File: config.mk
export PLATFORM = sky130hd
export DESIGN_NAME = param_fifo
export DESIGN_NICKNAME = d
export VERILOG_FILES = /design/src/rtl/fifo_pkg.sv /design/src/rtl/fifo_mem.sv /design/src/rtl/param_fifo.sv
export SDC_FILE = /design/constraint.sdc
export NUM_CORES = 1
export LEC_CHECK = 0
export BUFFER_PORTS_ARGS = -buffer_cell sky130_fd_sc_hd__buf_2
export CAP_MARGIN = 30
export CORE_MARGIN = 2
export CORE_UTILIZATION = 41
export DETAILED_ROUTE_END_ITERATION = 8
export GPL_TIMING_DRIVEN = 0
export PLACE_DENSITY = 0.68
export SLEW_MARGIN = 20
export SYNTH_ARGS = -nofsm -noshare
export SYNTH_HDL_FRONTEND = slang
export SYNTH_HIERARCHICAL = 1
export SYNTH_SLANG_ARGS = --single-unit
File: constraint.sdc
create_clock -name clk -period 3.13 [get_ports clk]
set_input_delay 0.1565 -clock clk [delete_from_list [all_inputs] [get_ports clk]]
set_output_delay 0.1565 -clock clk [all_outputs]
set_load 0.1 [all_outputs]
File: src/rtl/fifo_pkg.sv
// rtl/fifo_pkg.sv - shared helpers, error kinds and check-message text for param_fifo
package fifo_pkg;

  function automatic int count_w(input int depth);
    return $clog2(depth + 1);
  endfunction

  typedef enum logic [1:0] {ERR_NONE, ERR_OVF, ERR_UDF} fifo_err_e;

  localparam string MSG_OVF = "push while full without pop";
  localparam string MSG_UDF = "pop while empty";
  localparam string MSG_CNT = "occupancy exceeds DEPTH";

endpackage

File: src/rtl/fifo_mem.sv
// rtl/fifo_mem.sv - WIDTH x DEPTH register array, one write port, one registered read port
module fifo_mem #(
  parameter int WIDTH = 8,
  parameter int DEPTH = 8,
  parameter int PW    = 3
) (
  input  logic             clk_i,
  input  logic             rst_i,
  input  logic             we_i,
  input  logic [PW-1:0]    waddr_i,
  input  logic [WIDTH-1:0] wdata_i,
  input  logic             re_i,
  input  logic [PW-1:0]    raddr_i,
  output logic [WIDTH-1:0] rdata_o
);

  logic [WIDTH-1:0] mem_q [DEPTH];
  logic [WIDTH-1:0] rdata_q;

  // Storage is deliberately left uninitialised by reset.
  always_ff @(posedge clk_i) begin
    if (we_i) mem_q[waddr_i] <= wdata_i;
  end

  always_ff @(posedge clk_i) begin
    if (rst_i)     rdata_q <= '0;
    else if (re_i) rdata_q <= mem_q[raddr_i];
  end

  assign rdata_o = rdata_q;

endmodule

File: src/rtl/param_fifo.sv
// rtl/param_fifo.sv - parametrised synchronous FIFO with thresholds and sticky error flags
module param_fifo
  import fifo_pkg::*;
#(
  parameter int WIDTH    = 8,
  parameter int DEPTH    = 8,
  parameter int AF_LEVEL = DEPTH - 1,
  parameter int AE_LEVEL = 1
) (
  input  logic                         clk,
  input  logic                         rst,
  input  logic                         push,
  input  logic [WIDTH-1:0]             push_data,
  input  logic                         pop,
  output logic [WIDTH-1:0]             pop_data,
  output logic                         full,
  output logic                         empty,
  output logic                         almost_full,
  output logic                         almost_empty,
  output logic [count_w(DEPTH)-1:0]    fifo_count,
  output logic                         overflow,
  output logic                         underflow,
  input  logic                         clr_err
);

  localparam int CW = count_w(DEPTH);
  localparam int PW = $clog2(DEPTH);

  logic [PW-1:0] wr_ptr_q, wr_ptr_d, rd_ptr_q, rd_ptr_d;
  logic [CW-1:0] count_q, count_d;
  logic          ovf_q, ovf_d, udf_q, udf_d;
  logic          push_ok, pop_ok;

  // Explicit wrap so non-power-of-2 depths work.
  function automatic logic [PW-1:0] ptr_inc(input logic [PW-1:0] p);
    return (p == PW'(DEPTH - 1)) ? '0 : p + PW'(1);
  endfunction

  assign full         = (count_q == CW'(DEPTH));
  assign empty        = (count_q == '0);
  assign almost_full  = (32'(count_q) >= AF_LEVEL);
  assign almost_empty = (32'(count_q) <= AE_LEVEL);
  assign fifo_count   = count_q;
  assign overflow     = ovf_q;
  assign underflow    = udf_q;

  always_comb begin
    push_ok  = push && (!full || pop);
    pop_ok   = pop && !empty;
    wr_ptr_d = push_ok ? ptr_inc(wr_ptr_q) : wr_ptr_q;
    rd_ptr_d = pop_ok ? ptr_inc(rd_ptr_q) : rd_ptr_q;
    count_d  = count_q;
    if (push_ok && !pop_ok)      count_d = count_q + CW'(1);
    else if (pop_ok && !push_ok) count_d = count_q - CW'(1);
    // A new error in the same cycle as clr_err keeps the flag set.
    ovf_d = (push && full && !pop) || (ovf_q && !clr_err);
    udf_d = (pop && empty) || (udf_q && !clr_err);
  end

  always_ff @(posedge clk) begin
    if (rst) begin
      wr_ptr_q <= '0;
      rd_ptr_q <= '0;
      count_q  <= '0;
      ovf_q    <= 1'b0;
      udf_q    <= 1'b0;
    end else begin
      wr_ptr_q <= wr_ptr_d;
      rd_ptr_q <= rd_ptr_d;
      count_q  <= count_d;
      ovf_q    <= ovf_d;
      udf_q    <= udf_d;

      assume (!(push && full && !pop))
        else $warning("%m @%0t count=%0d: %s", $time, count_q, MSG_OVF);
      assert (count_q <= CW'(DEPTH))
        else $warning("%m @%0t count=%0d: %s", $time, count_q, MSG_CNT);
      assert (!(pop && empty))
        else $warning("%m @%0t count=%0d: %s", $time, count_q, MSG_UDF);
      cover (push && almost_full);
      cover (push && pop && full);
      cover (push_ok && (wr_ptr_q == PW'(DEPTH - 1)));
    end
  end

  fifo_mem #(
    .WIDTH (WIDTH),
    .DEPTH (DEPTH),
    .PW    (PW)
  ) u_mem (
    .clk_i   (clk),
    .rst_i   (rst),
    .we_i    (push_ok && !rst),
    .waddr_i (wr_ptr_q),
    .wdata_i (push_data),
    .re_i    (pop_ok && !rst),
    .raddr_i (rd_ptr_q),
    .rdata_o (pop_data)
  );

endmodule

==> impl_metrics.yaml <==
pwr:
  power_density_mw_per_mm2: 859
  vdd_drop_max_mv: 0.514
  swShare_pct: 40.7
  pwr-share-seq_pct: 39.2
  power_frac_comb_pct: 38.6
  power_switching_uw: 1400
  p_int_uw: 2040
  power.leakage_uw: 0.00141
  clkPwrFrac_pct: 22.2
cells_and_area:
  num-nets-final: 304
  syn2layout_area_growth_pct: 14.2
  multi_input_area_mm2: 0.00110
  seq_area_mm2: 0.00232
  final_layout_size_suffix_gt1_share_pct: 26.1
  final_cell_count_no_fill: 392
  final.fill_count: 734
  n_antenna_cell: 0
  post-route-util_pct: 48.5
setup_path:
  cp.depth: 7
  required_ns: 3.11
  path_buf_inv: 1
  critPathCaptureType: "flop"
  cpLargestDelayFamily: "simple AND/OR/NAND/NOR gates"
  r2r_start: "fifo_count[0]"
  timing.critical_path.from: "fifo_count[0]"
  reg2reg_to: "u_mem/mem_q[2][0]"
  cp.arrival_ns: 2.61
  critical_path.max_stage_delay_ns: 0.74
  crit_type: "reg -> reg"
  start_kind: "flop"
  rr_worst_depth: 7
  slowest_stage: "nor2_1"
  regToRegSetupSlack_ns: 0.50
  endpoint: "u_mem/mem_q[2][0]"
  worstPathCellList: "inv_1 > ha_1 > nand4bb_2 > and2_1 > nor2b_1 > nand2b_1 > nor2_1"
  crit_fanout: 8
global_routing:
  grt_usage_pct: 16.4
  overflow: 0
  antenna_found_initial: 0
  grt_pass1_vias: 2019
  grt_pass1_wl_um: 10800
  grt_max_degree: 16
synth:
  synth_flop_cell: "edfxtp_1"
  synth_seq_cells: 84
  synth_edf_count: 64
  syn_area_mm2: 0.00351
  synth.top_cell.area_share_pct: 54.8
  synth_warnings: 6
  ys_async_sr_fraction_pct: 0
  synth_nets: 262
  synthTopCellsByArea: "edfxtp_1 55%, dfxtp_1 11%, mux2i_1 5.1%, mux2_2 5.1%, ha_1 3.2%"
  ys_types: 39
  syn_avg_cell_area_um2: 14.6
  yosysTopAreaCell: "edfxtp_1"
  synth.most_common_cell: "edfxtp_1"
  synth_cells: 240
  netlist_top_cells_count: "64 x edfxtp_1, 22 x nor2_1, 20 x dfxtp_1"
  synth-seq-area-share_pct: 66.2
sta:
  rsz0062_at_grt: "false"
  drv_slew: 0
  hold_viol_final: 0
  finalCritPeriodShare_pct: 83.9
  max_freq_mhz: 381
  tightest_slew_ns: 0.938
  final.setup_skew_ns: 0.0134
  hold_slack_ns: 0.0564
  period_minus_slack_ns: 2.63
  setup_tns_ns: 0
  slew_headroom_pct: 37.3
  finalSetupViolations: 0
route:
  wl_per_cell_um: 17.3
  drc: 0
  ant_nets: 0
  vias: 2082
  drt_iter0_markers: 140
  first_pass_iters: 4
  wl_um: 6800
  via_per_inst: 5.31
cts:
  cts_max_path_buffers: 2
  post_cts_buffers: 0
  clk_pin_slew_worst_paths_ns: 0.09
  insertion_delay_ns: 0.36
  root_buffer: "clkbuf_8"
  cts.htree.levels: 3
  cts_tree: "done"
  clock-sinks: 84
  cts_resized: 0
  numCtsBuffers: 9
  cts_hold_buf: 0
run:
  drv_cap: 0
place:
  hpwl_um: 4350
  gp_congestion: 0.721
  io_buffers: 29
  dp_cells: 375
floorplanning:
  num_io_pins: 31
  die-height_um: 96.5
  die-area_mm2: 0.00931
  initial_utilization_pct: 42.5
  rows: 33
  coreArea_mm2: 0.00826
  die_w_um: 96.5
hold_path:
  hold_path_class: "in -> reg"
run_status:
  status: "completed"
==> registers in the layout, summed over array words and instances, names as in the netlist <==
name           cells
u_mem/mem_q       64
u_mem/rdata_o      8
fifo_count         4
rd_ptr_q           3
wr_ptr_q           3
overflow           1
underflow          1
==> kinds of logic after synthesis <==
logic type      share of synthesized area (%)
compound gates                           7.95
mux                                      10.6
flops                                    66.2
simple gates                             8.59
buf+inv                                  2.96
xor+xnor                                0.499
fa+ha+maj                                3.21
==> stage by stage <==
stage | total power, uW | area, um2 | worst slack (ns)
CTS | 3460 | 4000 | 0.435
finish | 3440 | 4010 | 0.504
floorplan | 2480 | 3510 | 0.0893
detailed placement | 2710 | 3810 | 0.448
global route | 3600 | 4010 | 0.256
global placement | 2690 | 3790 | 0.0235
==> power groups by stage <==
stage,registers (uW),clock network (uW),logic [uW]
3_3_place_gp,1370,0,1320
4_1_cts,1350,770,1330
6_report,1350,765,1330
2_1_floorplan,1710,0,766
5_1_grt,1360,822,1410
3_5_place_dp,1380,0,1330
==> worst min path at each step <==
stage	start	to	slack, ns	cells after the start
after floorplan	push_data[0]	u_mem/mem_q[0][0]	0.26	0
final	push_data[3]	u_mem/mem_q[5][3]	0.06	1
after detailed placement	push_data[3]	u_mem/mem_q[2][3]	0.44	1
after CTS	push_data[3]	u_mem/mem_q[4][3]	0.06	1
after global placement	push_data[3]	u_mem/mem_q[2][3]	0.43	1
after global routing	push_data[2]	u_mem/mem_q[7][2]	0.06	1
==> cells in the final DEF, fill, tap and decap left out, types with 3 or more instances in the layout <==
| cell type | instances |
|---|---|
| nand2b_1 | 8 |
| nand2_1 | 4 |
| nand3_1 | 3 |
| a21oi_1 | 7 |
| a211oi_1 | 6 |
| o21ai_1 | 5 |
| mux2_2 | 16 |
| mux2i_1 | 18 |
| nor2b_1 | 4 |
| nor3_2 | 3 |
| edfxtp_1 | 64 |
| o22ai_1 | 7 |
| clkbuf_8 | 9 |
| dfxtp_1 | 20 |
| buf_2 | 29 |
| buf_1 | 3 |
| a221o_1 | 7 |
| clkbuf_1 | 5 |
| ha_1 | 9 |
| nor2_1 | 22 |
==> routing by layer <==
metal  up-vias  track usage (%)  part of all wire, %
met4         0             8.22                  2.4
met1      1016             21.4                   46
li1       1004                -                    -
met3        14             3.96                  4.5
met2        48             25.6                   47
met5         -                0                    0
==> final cells by class <==
class	count	share of cell area, %
clock inverters	6	1.62
well taps	105	3.28
repair buffers	31	4.00
clock buffers	10	3.18
multi-input cells	141	27.4
flip-flops and latches	84	57.9
inverters	4	0.375
plain buffers	11	2.22
(Power assumes the default switching activity.)
